## src/rtl/noc_send_arbiter.sv

```systemverilog
// Round-robin arbiter sharing one PE-to-router send interface between
// N_REQ local requesters. The granted requester keeps the interface for a
// whole header + seq_len data beats; priority rotates past it afterwards.
module noc_send_arbiter #(
    parameter int N_REQ  = 2,
    parameter int DATA_W = 32,
    parameter int ADDR_W = 4,
    parameter int LEN_W  = 8,
    parameter int ID_W   = 4
) (
    input  logic                      clk,
    input  logic                      rst,
    input  logic [ADDR_W-1:0]         local_id,

    input  logic [N_REQ-1:0]          req_i,
    input  logic [N_REQ*ADDR_W-1:0]   req_dst_i,
    input  logic [N_REQ*LEN_W-1:0]    req_len_i,
    input  logic [N_REQ*ID_W-1:0]     req_id_i,
    input  logic [N_REQ-1:0]          req_valid_i,
    input  logic [N_REQ*DATA_W-1:0]   req_data_i,
    output logic [N_REQ-1:0]          gnt_o,
    output logic [N_REQ-1:0]          rdy_o,
    output logic [N_REQ-1:0]          done_o,

    output logic                      o_comm_send_req,
    input  logic                      i_comm_send_ack,
    output logic [ADDR_W-1:0]         o_src,
    output logic [ADDR_W-1:0]         o_dst,
    output logic [LEN_W-1:0]          o_seq_len,
    output logic [ID_W-1:0]           o_id,
    output logic                      o_data_valid,
    output logic [DATA_W-1:0]         o_data,
    input  logic                      i_if_ready
);

    localparam int IDX_W = (N_REQ > 1) ? $clog2(N_REQ) : 1;

    typedef enum logic [1:0] {
        S_IDLE,
        S_HDR,
        S_DATA,
        S_DONE
    } state_t;

    state_t           state;
    state_t           state_next;
    logic [IDX_W-1:0] ptr;       // requester with highest priority next round
    logic [IDX_W-1:0] g;         // currently granted requester
    logic [IDX_W-1:0] pick;      // arbitration winner this cycle
    logic             pick_vld;
    logic [LEN_W-1:0] cnt;       // beats still to forward
    logic             beat;      // one data beat transfers this cycle
    int               idx;

    // Round-robin search: first set request at or after ptr, wrapping.
    // Scanning from the farthest offset down lets the nearest one win.
    always_comb begin
        pick     = '0;
        pick_vld = 1'b0;
        idx      = 0;
        for (int i = N_REQ - 1; i >= 0; i--) begin
            idx = int'(ptr) + i;
            if (idx >= N_REQ) idx = idx - N_REQ;
            if (req_i[IDX_W'(idx)]) begin
                pick     = IDX_W'(idx);
                pick_vld = 1'b1;
            end
        end
    end

    // State register.
    // NOTE: clocked state uses non-blocking assignments so every flop samples
    // pre-edge values regardless of block evaluation order.
    always_ff @(posedge clk) begin
        if (rst) state <= S_IDLE;
        else     state <= state_next;
    end

    // Next-state logic plus the combinational handshake and beat path.
    // NOTE: every output of this block gets a default first; a path that left
    // one unassigned would infer a latch.
    always_comb begin
        state_next      = state;
        o_comm_send_req = 1'b0;
        o_data_valid    = 1'b0;
        o_data          = '0;
        rdy_o           = '0;
        done_o          = '0;
        beat            = 1'b0;
        case (state)
            S_IDLE: begin
                if (pick_vld) state_next = S_HDR;
            end
            S_HDR: begin
                o_comm_send_req = 1'b1;
                if (i_comm_send_ack)
                    state_next = (cnt != '0) ? S_DATA : S_DONE;
            end
            S_DATA: begin
                beat         = req_valid_i[g] & i_if_ready;
                o_data_valid = beat;
                o_data       = req_data_i[g*DATA_W +: DATA_W];
                rdy_o[g]     = beat;
                if (beat && cnt == LEN_W'(1)) state_next = S_DONE;
            end
            S_DONE: begin
                done_o[g]  = 1'b1;
                state_next = S_IDLE;
            end
            default: state_next = S_IDLE;
        endcase
    end

    // Grant, header latch, beat counter and priority pointer.
    // The header is captured once at grant so it stays stable through HDR
    // even if the requester changes its fields or drops its request.
    always_ff @(posedge clk) begin
        if (rst) begin
            ptr       <= '0;
            g         <= '0;
            cnt       <= '0;
            gnt_o     <= '0;
            o_src     <= '0;
            o_dst     <= '0;
            o_seq_len <= '0;
            o_id      <= '0;
        end else begin
            case (state)
                S_IDLE: begin
                    if (pick_vld) begin
                        g         <= pick;
                        gnt_o     <= N_REQ'(1) << pick;
                        o_src     <= local_id;
                        o_dst     <= req_dst_i[pick*ADDR_W +: ADDR_W];
                        o_seq_len <= req_len_i[pick*LEN_W +: LEN_W];
                        o_id      <= req_id_i[pick*ID_W +: ID_W];
                        cnt       <= req_len_i[pick*LEN_W +: LEN_W];
                    end
                end
                S_DATA: begin
                    // DATA is only entered with cnt >= 1 and left on the
                    // beat that takes it to 0, so this cannot underflow.
                    if (beat) cnt <= cnt - LEN_W'(1);
                end
                S_DONE: begin
                    gnt_o <= '0;
                    ptr   <= (g == IDX_W'(N_REQ - 1)) ? '0 : g + IDX_W'(1);
                end
                default: ;
            endcase
        end
    end

endmodule

```

## config.mk

```make
export PLATFORM = sky130hd
export DESIGN_NAME = noc_send_arbiter
export DESIGN_NICKNAME = d
export VERILOG_FILES = /design/src/rtl/noc_send_arbiter.sv
export SDC_FILE = /design/constraint.sdc
export NUM_CORES = 1
export LEC_CHECK = 0
export ABC_AREA = 0
export BUFFER_PORTS_ARGS = -buffer_cell sky130_fd_sc_hd__buf_2
export CAP_MARGIN = 20
export CORE_MARGIN = 4
export CORE_UTILIZATION = 45
export CTS_BUF_LIST = sky130_fd_sc_hd__clkbuf_2
export CTS_CLUSTER_DIAMETER = 100
export DETAILED_ROUTE_END_ITERATION = 10
export PLACE_DENSITY = 0.88
export SLEW_MARGIN = 30
export SYNTH_ARGS = -nofsm -noshare
export SYNTH_HDL_FRONTEND = slang
export SYNTH_SLANG_ARGS = --single-unit
```

## constraint.sdc

```tcl
create_clock -name clk -period 5.75 [get_ports clk]
set_clock_uncertainty 0.2 [all_clocks]
set_input_delay 1.15 -clock clk [delete_from_list [all_inputs] [get_ports clk]]
set_output_delay 1.15 -clock clk [all_outputs]
set_load 0.02 [all_outputs]
```

==> reports/qor.txt <==
Worst setup EP type - output pin
FF-to-FF path depth - 7
Pre-CTS WS - 2.36 ns
Vias - 2643
First-pass GRT wire length - 11600 microns
Synth top area share - 29.8%
Avg Synthesized Cell Area - 8.23 sq um
Drt wl/cell - 15.1 microns
Mapped cell area - 2290 sq um
Setup violations, final - 0
Worst-Skew Late Latency - 0.39 ns
Min-Delay Path Class - reg -> reg
Root buffer cell - clkbuf_2
Synthesized instance count - 278
Initial antenna violation count - 0
Finished Layout Cells - 502
Setup CP Type - reg -> out
H-tree depth - 2
Hold path start - o_src[3]$_SDFFE_PP0P_
Rows - 25
Die Area - 6290 sq um
Endpoints failing hold - 0
Synth cell types - 40
Status - complete, no violations
Most used DFF post-synth - dfxtp_1
Starting Density - 47.5%
Post_cts resized - 0
Share of layout cells above drive strength 1 - 42.8%
Final Util - 65.9%
NumNets Final - 550
# hold bufs at CTS - 0
Register area share after synthesis - 29.8%
DR iter-0 viols - 123
Post-CTS Setup Bufs - 0
Worst-path cell chain - inv_1 -> ha_1 -> inv_1 -> buf_4 -> nor2_1 -> buf_2
Slew HR - 54.6%
Most used cell, CP - inv_1
Synthesis Warnings - 0
Fin crit period - 3.57 ns
Largest net degree at the start of global routing - 44
Number of flops mapped to enable cells by yosys - 0
CP max FO - 43
Area contributors post-synth - dfxtp_1 30%, mux2i_1 21%, nor2_1 9.4%
Vias in the first global route - 2520
Placed Cells - 494
# DRC - 0
Arr. time, crit path - 2.22 ns
Largest area contributor in the netlist - dfxtp_1
Unrepaired setup endpoints after global routing - no
Final hold slack - 0.264 ns
Yosys reg bits - 34
Slew Viols, Final - 0
Max Clk Rate - 280 MHz
CP max stage delay - 0.59 ns
Die Ht - 79.3 microns
Cts bufs inserted - 5
R2r setup slk - 2.83 ns
Worst reg2reg path startpoint - state[0]$_SDFFE_PP0P_
CP required - 4.40 ns
Routability cong. - 0.825
Clock sink total - 34
Commonest non-fill, non-tap cell in the layout - buf_2
IR drop worst, VDD - 0.235 mV
Post-route clock period utilization - 62.1%
CTS tree - done
Worst-path clk slew - 0.18 ns
Die extent in x - 79.3 microns
Ports - 168
Post-route ant nets - 0
Grt ovf - 0
Crit start category - register
Mean number of vias per cell - 5.26
Final TNS setup - 0 ns
Slew @ Worst Pin - 0.681 ns
Max-cap violation count - 0
Pwr dens - 371 nW/um^2
RR Endpoint - cnt[0]$_SDFFE_PP0P_
GRT Util Overall - 22.9%
Leakage power - 1.56 nW
Async SR Flop Fraction - 0%
Area grow syn2layout - 38.8%
Most frequent cells in the layout - 166 x buf_2, 57 x nor2_1, 48 x mux2i_1
Syn nets - 394
Longest Clk Path Bufs - 2
IO buf count - 166
Core Box Area - 4820 sq um
HPWL Detailed - 6070 microns
ANT cells - 0
Crit-path slowest cell - ha_1
Slack of the critical path - 2.18 ns
Hold Path End - o_src[3]$_SDFFE_PP0P_
TritonRoute pass-1 iters - 4
Final WL - 7590 microns
Cells on Worst Hold Path - 2
[report_power, final]
group	internal, mW	leakage [nW]	switching (mW)
clock network	0.0277	0.0264	0.0832
registers	0.305	0.281	0.0618
logic	0.257	1.26	0.442
[through the flow]
stage / area, sq um / total power, mW
final: 3170 / 1.18
after global routing: 3170 / 1.27
after CTS: 3170 / 1.18
after detailed placement: 3130 / 1.07
after global placement: 3130 / 1.04
after floorplan: 2290 / 0.861
[metal layers]
| metal | track usage [%] | up-vias | part of all wire [%] |
|---|---|---|---|
| met2 | 43.1 | 126 | 53 |
| li1 | - | 1309 | - |
| met5 | 0 | - | 0 |
| met1 | 23.5 | 1183 | 35 |
| met3 | 5.78 | 25 | 8.8 |
| met4 | 10.3 | 0 | 3.2 |
[synth_stat cells (2+ instances only)]
cell type  count
nor2_1        57
mux2i_1       48
dfxtp_1       34
a211oi_1      19
nand2_1       15
a21oi_1       12
inv_1         10
clkbuf_1       8
ha_1           8
buf_2          6
o311ai_0       6
o31ai_1        5
and2_1         4
buf_1          4
nand3_1        4
nor3_1         4
and3_1         3
o21a_1         3
o21ai_0        3
a21o_1         2
mux2_2         2
nor2b_1        2
nor3b_1        2
[registers in the layout (all words and copies together) (netlist names)]
register,flops
cnt,8
g,1
gnt_o,2
o_dst,4
o_id,4
o_seq_len,8
o_src,4
ptr,1
state,2
[cell type report]
class	count	area, sq um
Tap cell	67	83.8
Clock buffer	5	25.0
Multi-Input combinational cell	215	1480
Clock inverter	3	16.3
Timing Repair Buffer	168	846
Fill cell	417	1640
Sequential cell	34	682
Inverter	10	37.5
[logic make-up after synthesis]
logic type	synth area share, %
AND/OR/NAND/NOR	19.3
AO/OA/AOI/OAI	19.1
multiplexers	22.0
flip-flops	29.8
buffers and inverters	5.42
adder cells (fa/ha/maj)	4.38
[worst max-delay path: cells and delay by family (launching register included)]
| family | cells | cell delay (ns) |
|---|---|---|
| fa+ha+maj | 1 | 0.59 |
| buf+inv | 4 | 0.68 |
| flops | 1 | 0.39 |
| simple gates | 1 | 0.16 |
[how the worst max path moves through the flow]
stage | start | end
floorplan | req_valid_i[1] | rdy_o[0]
global placement | req_i[0] | cnt[3]$_SDFFE_PP0P_
detailed placement | req_valid_i[1] | rdy_o[1]
CTS | state[0]$_SDFFE_PP0P_ | o_data[23]
global route | state[0]$_SDFFE_PP0P_ | o_data[7]
finish | state[0]$_SDFFE_PP0P_ | o_data[23]
Power figures use the tool's default switching activity.
